[src/rtl/vend_ctrl_multi.sv]
// rtl/vend_ctrl_multi.sv - multi-product vending controller with credit, stock and change
//
// Accumulates nickel/dime/quarter credit, vends one of NUM_PROD products while
// tracking per-product stock, and pays change or refunds one coin per cycle.
//
// Ports:
//   clk, reset            clock, synchronous active-high reset
//   n_in, d_in, q_in      coin pulses (priority n > d > q)
//   sel_valid, sel_idx    product selection strobe and index
//   cancel                refund request
//   restock               reload all stock counters (honoured in IDLE only)
//   coin_ack/coin_reject  coin accepted / returned to the customer
//   vend                  one-hot dispense pulse
//   sold_out              per-product level, stock is empty
//   sel_err               invalid, unaffordable or sold-out selection
//   n_out, d_out, q_out   change coin pulses
//   credit                current credit in cents
//   busy                  high while vending or paying out change
module vend_ctrl_multi #(
  parameter int PRICE      = 45,
  parameter int MAX_CREDIT = 100,
  parameter int CREDIT_W   = 8,
  parameter int NUM_PROD   = 2,
  parameter int SEL_W      = 1,
  parameter int STOCK_W    = 4,
  parameter int INIT_STOCK = 8
) (
  input  logic                clk,
  input  logic                reset,
  input  logic                n_in,
  input  logic                d_in,
  input  logic                q_in,
  input  logic                sel_valid,
  input  logic [SEL_W-1:0]    sel_idx,
  input  logic                cancel,
  input  logic                restock,
  output logic                coin_ack,
  output logic                coin_reject,
  output logic [NUM_PROD-1:0] vend,
  output logic [NUM_PROD-1:0] sold_out,
  output logic                sel_err,
  output logic                n_out,
  output logic                d_out,
  output logic                q_out,
  output logic [CREDIT_W-1:0] credit,
  output logic                busy
);

  typedef enum logic [1:0] {IDLE, CREDIT, VEND, CHANGE} state_t;

  state_t state, state_nx;

  logic [STOCK_W-1:0]  stock [NUM_PROD];

  logic                coin_any;
  logic [CREDIT_W-1:0] coin_val;
  logic [CREDIT_W-1:0] credit_plus;
  logic                coin_over;
  logic                sel_stock_ok;
  logic                sel_ok;
  logic [CREDIT_W-1:0] chg_val;

  logic                ack_d, rej_d, serr_d, n_d, d_d, q_d;
  logic [NUM_PROD-1:0] vend_d;
  logic [CREDIT_W-1:0] credit_d;
  logic                stock_dec, stock_reload;

  // Only the highest-priority coin is valued; the others that cycle are dropped.
  always_comb begin
    coin_any = n_in | d_in | q_in;
    if (n_in)      coin_val = CREDIT_W'(5);
    else if (d_in) coin_val = CREDIT_W'(10);
    else if (q_in) coin_val = CREDIT_W'(25);
    else           coin_val = '0;
    credit_plus = credit + coin_val;
    coin_over   = credit_plus > CREDIT_W'(MAX_CREDIT);
  end

  // An out-of-range index matches no product, so it fails the stock test too.
  always_comb begin
    sel_stock_ok = 1'b0;
    for (int i = 0; i < NUM_PROD; i++) begin
      if (sel_idx == SEL_W'(i) && stock[i] != '0) sel_stock_ok = 1'b1;
    end
    sel_ok = sel_stock_ok && (credit >= CREDIT_W'(PRICE));
  end

  // Greedy change: largest coin not exceeding the remaining credit.
  always_comb begin
    if (credit >= CREDIT_W'(25))      chg_val = CREDIT_W'(25);
    else if (credit >= CREDIT_W'(10)) chg_val = CREDIT_W'(10);
    else                              chg_val = CREDIT_W'(5);
  end

  always_ff @(posedge clk) begin
    if (reset) state <= IDLE;
    else       state <= state_nx;
  end

  always_comb begin
    state_nx = state;
    case (state)
      IDLE:   if (coin_any) state_nx = CREDIT;
      CREDIT: begin
        if (cancel)                   state_nx = CHANGE;
        else if (sel_valid && sel_ok) state_nx = VEND;
      end
      // credit already has PRICE removed while in VEND
      VEND:   state_nx = (credit != '0) ? CHANGE : IDLE;
      CHANGE: if (credit == chg_val) state_nx = IDLE;
      default: state_nx = IDLE;
    endcase
  end

  // Next values of the registered outputs and datapath.
  always_comb begin
    ack_d        = 1'b0;
    rej_d        = 1'b0;
    serr_d       = 1'b0;
    n_d          = 1'b0;
    d_d          = 1'b0;
    q_d          = 1'b0;
    vend_d       = '0;
    credit_d     = credit;
    stock_dec    = 1'b0;
    stock_reload = 1'b0;
    case (state)
      IDLE: begin
        if (coin_any) begin
          ack_d    = 1'b1;
          credit_d = credit_plus;
        end
        if (sel_valid) serr_d = 1'b1;
        if (restock)   stock_reload = 1'b1;
      end
      CREDIT: begin
        // A coin that loses to cancel or a selection is handed back.
        if (cancel) begin
          rej_d = coin_any;
        end else if (sel_valid) begin
          rej_d = coin_any;
          if (sel_ok) begin
            for (int i = 0; i < NUM_PROD; i++) vend_d[i] = (sel_idx == SEL_W'(i));
            stock_dec = 1'b1;
            credit_d  = credit - CREDIT_W'(PRICE);
          end else begin
            serr_d = 1'b1;
          end
        end else if (coin_any) begin
          if (coin_over) begin
            rej_d = 1'b1;
          end else begin
            ack_d    = 1'b1;
            credit_d = credit_plus;
          end
        end
      end
      VEND: rej_d = coin_any;
      CHANGE: begin
        rej_d    = coin_any;
        credit_d = credit - chg_val;
        if (chg_val == CREDIT_W'(25))      q_d = 1'b1;
        else if (chg_val == CREDIT_W'(10)) d_d = 1'b1;
        else                               n_d = 1'b1;
      end
      default: ;
    endcase
  end

  always_ff @(posedge clk) begin
    if (reset) begin
      coin_ack    <= 1'b0;
      coin_reject <= 1'b0;
      sel_err     <= 1'b0;
      n_out       <= 1'b0;
      d_out       <= 1'b0;
      q_out       <= 1'b0;
      vend        <= '0;
      credit      <= '0;
      busy        <= 1'b0;
      sold_out    <= {NUM_PROD{(INIT_STOCK == 0)}};
      for (int i = 0; i < NUM_PROD; i++) stock[i] <= STOCK_W'(INIT_STOCK);
    end else begin
      coin_ack    <= ack_d;
      coin_reject <= rej_d;
      sel_err     <= serr_d;
      n_out       <= n_d;
      d_out       <= d_d;
      q_out       <= q_d;
      vend        <= vend_d;
      credit      <= credit_d;
      busy        <= (state_nx == VEND) || (state_nx == CHANGE);
      for (int i = 0; i < NUM_PROD; i++) begin
        // sold_out follows the stock register one cycle later
        sold_out[i] <= (stock[i] == '0);
        if (stock_reload)                stock[i] <= STOCK_W'(INIT_STOCK);
        else if (stock_dec && vend_d[i]) stock[i] <= stock[i] - STOCK_W'(1);
      end
    end
  end

endmodule

[config.mk]
export PLATFORM = sky130hd
export DESIGN_NAME = vend_ctrl_multi
export DESIGN_NICKNAME = d
export VERILOG_FILES = /design/src/rtl/vend_ctrl_multi.sv
export SDC_FILE = /design/constraint.sdc
export NUM_CORES = 1
export LEC_CHECK = 0
export ABC_AREA = 1
export BUFFER_PORTS_ARGS = -buffer_cell sky130_fd_sc_hd__buf_2
export CAP_MARGIN = 25
export CORE_MARGIN = 2
export CORE_UTILIZATION = 40
export DETAILED_ROUTE_END_ITERATION = 6
export GPL_TIMING_DRIVEN = 0
export PLACE_DENSITY = 0.64
export SETUP_SLACK_MARGIN = 0.05
export SKIP_CTS_REPAIR_TIMING = 1
export SYNTH_ARGS = -nofsm -noshare
export SYNTH_HDL_FRONTEND = slang
export SYNTH_SLANG_ARGS = --single-unit
[constraint.sdc]
create_clock -name clk -period 4.6 [get_ports clk]
set_clock_uncertainty 0.2 [all_clocks]
set_input_delay 0.46 -clock clk [delete_from_list [all_inputs] [get_ports clk]]
set_output_delay 0.46 -clock clk [all_outputs]
set_load 0.02 [all_outputs]
==> qor.csv <==
stage,metric,value,unit
synthesis,synth_area,2390,sq um
synthesis,synthCells,347,
floorplanning,dieArea,6620,sq um
cts,clk_pin_slew,100,ps
route,routedWlPerCell,12.5,um
sta,setup_viol,0,
route,num_vias,2294,
grt,antenna_found_initial,0,
cts,cts_buffer_depth,2,
power,ir_worst_vdd,0.354,mV
grt,grt.overflow.total,0,
synthesis,synth_area_per_cell,6.90,sq um
synthesis,synth_top_area_share,16.7,%
sta,tightest_slew,444,ps
finish,fin_area,2690,sq um
cts,cts_tree,built,
worst_setup_path,crit_fanout,8,
sta,min_period,3460,ps
cts,clk_latency,280,ps
finish,layout.nets,405,
grt,grt_usage,18.4,%
synthesis,synth-compound-area-share,11.2,%
worst_setup_path,rr_endpoint,credit[6],
placement,dp_hpwl,4490,um
flow_run,maxCapViolations,0,
power,power.leakage,1.35,nW
placement,gp_congestion,0.858,
worst_setup_path,crit_type,flop to flop,
synthesis,seq_area_frac_synth,26.8,%
worst_setup_path,end_kind,flop,
route,wl,5640,um
synthesis,netlist_top_cells_count,"77 x nand2_1, 44 x nand3_1, 40 x inv_1",
route,first_pass_iters,5,
worst_setup_path,cp-startpoint,credit[1],
finish,syn_to_final_growth,12.3,%
finish,layout-drive-gt1-share,20.7,%
synthesis,muxShareOfSynthArea,0,%
floorplanning,start_util,40.9,%
floorplanning,core,5850,sq um
finish,fin_cells,452,
synthesis,synth_adder_area_share,10.0,%
sta,hold_viol_final,0,
route,drc,0,
synthesis,synth_top_family_by_area,simple AND/OR/NAND/NOR gates,
grt,grt_max_degree,17,
synthesis,synth-edff-count,8,
cts,numClockSinks,28,
cts,cts_buffers,3,
worst_setup_path,crit_arrival,3450,ps
sta,slew_headroom,70.2,%
route,drtIter0Drc,130,
synthesis,ys_warn_count,0,
finish,fillCellCount,612,
cts,root_buffer,clkbuf_8,
placement,io_buffers,26,
synthesis,yosys.area.top_type,dfxtp_1,
synthesis,synth-simple-area-share,38.5,%
finish,antennaDiodeCount,0,
synthesis,synth_area_leaders,"dfxtp_1 17%, nand2_1 12%, edfxtp_1 10%",
status,status,"finished, final reports clean",
synthesis,ys_types,40,
floorplanning,die_w,81.4,um
sta,fin_crit_sh,75.3,%
synthesis,synth-xor-area-share,2.93,%
floorplanning,io_pins,28,
sta,grt_setup_unrepaired,false,
synthesis,synthArstFlopShare,0,%
worst_setup_path,r2r_cells,20,
power,total_power,2.01,mW
placement,placed_area,2620,sq um
worst_setup_path,cp.required,4590,ps
worst_hold_path,min_path_type,flop to flop,
synthesis,synth_flop_cell,dfxtp_1,
worst_setup_path,r2r_setup_slack,1140,ps
placement,dp.cells,448,
power,power.density,747,nW/um^2
cts,htreeDepth,1,
synthesis,synth.most_common_cell,nand2_1,
route,viasPerCell,5.08,
grt,grt_pass1_wl,9560,um
sta,max_clock_freq,289,MHz
worst_setup_path,startpoint_type,flop,
sta,slew_viol_final,0,
worst_setup_path,r2r_start,credit[1],
synthesis,synth_nets,374,
worst_setup_path,cp-endpoint,credit[6],
floorplanning,rows,28,
floorplanning,die_h,81.4,um
sta,fin_setup_tns,0,ps
route,postRouteAntennaNets,0,
grt,grt_pass1_vias,2131,
synthesis,synth_seq_cells,28,
[critical path, cell delays in order, from the launching register on]
cell     delay [ps]
dfxtp_1         530
inv_1           240
ha_1            230
inv_1            60
nand3_1          70
a31oi_1         260
nand2_1         180
ha_1            250
fa_1            410
nor2_1          240
nand2_1         110
nand3_1          80
nand2_1          50
nand3_1          90
nand2_1          60
inv_1            40
nand2_1          40
inv_1            60
nand3_2          60
nand2_1          70
nor2_2           40
[cells by family after synthesis]
logic type      Yosys count
compound gates           43
simple gates            190
xor+xnor                  8
flops                    28
buf+inv                  60
fa+ha+maj                18
[per-layer routing]
metal | part of all wire, % | GRT usage [%] | vias up
li1 | - | - | 1197
met4 | 0.87 | 3.56 | 0
met5 | 0 | 0 | -
met2 | 45 | 31.0 | 50
met3 | 5.3 | 3.11 | 4
met1 | 48 | 24.6 | 1043
[state kept, by name (all words and copies together), names as in the netlist]
register     count
busy             1
coin_ack         1
coin_reject      1
credit           8
d_out            1
n_out            1
q_out            1
sel_err          1
sold_out         2
state            1
stock            8
vend             2
[how the worst min path moves through the flow]
stage | startpoint | to | depth (start not counted)
floorplan | stock[1][3] | sold_out[1] | 1
detailed placement | stock[1][3] | sold_out[1] | 1
finish | stock[1][3] | sold_out[1] | 1
global route | stock[1][3] | sold_out[1] | 1
global placement | stock[1][3] | sold_out[1] | 1
CTS | stock[1][3] | sold_out[1] | 1
[layout by cell type, fill, tap and decap left out, drive strengths merged]
cell,synthesis,routed
nand3b,1,1
buf,4,30
o211ai,1,1
o22ai,3,3
nor4,1,1
o21a,1,1
edfxtp,8,8
or2,3,3
o221ai,1,1
nand4,5,5
a21oi,24,24
xor2,4,4
clkbuf,1,4
inv,52,52
clkinv,3,3
fa,2,2
o21ai,8,8
and3,1,1
nor2,38,38
dfxtp,20,20
xnor2,4,4
a31oi,4,4
o21bai,1,1
ha,16,16
nand2,84,84
nor3,7,7
nand3,50,50
bufinv,0,1
[power breakdown]
group	internal (mW)	switching, mW
sequential	0.311	0.0970
combinational	0.523	0.878
clock	0.117	0.0828
total	0.951	1.06
[area by class of cell]
type	instances	area, sq um	share of cell area, %
Multi-Input combinational cell	259	1500	55.8
Sequential cell	28	641	23.8
Inverter	55	206	7.68
Timing Repair Buffer	26	130	4.84
Tap cell	75	93.8	3.49
Buffer	5	46.3	1.72
Clock buffer	3	41.3	1.54
Clock inverter	1	30.0	1.12
[through the flow]
step | utilization, % | setup WS, ps | hold WS [ps]
4_1_cts | 46.0 | 1140 | 303
2_1_floorplan | - | 1520 | 265
3_3_place_gp | 44.7 | 1140 | 288
3_5_place_dp | 44.7 | 1180 | 288
5_1_grt | 46.0 | 762 | 316
6_report | 46.0 | 1140 | 300
Note: power is estimated with default switching activity, not from simulation.
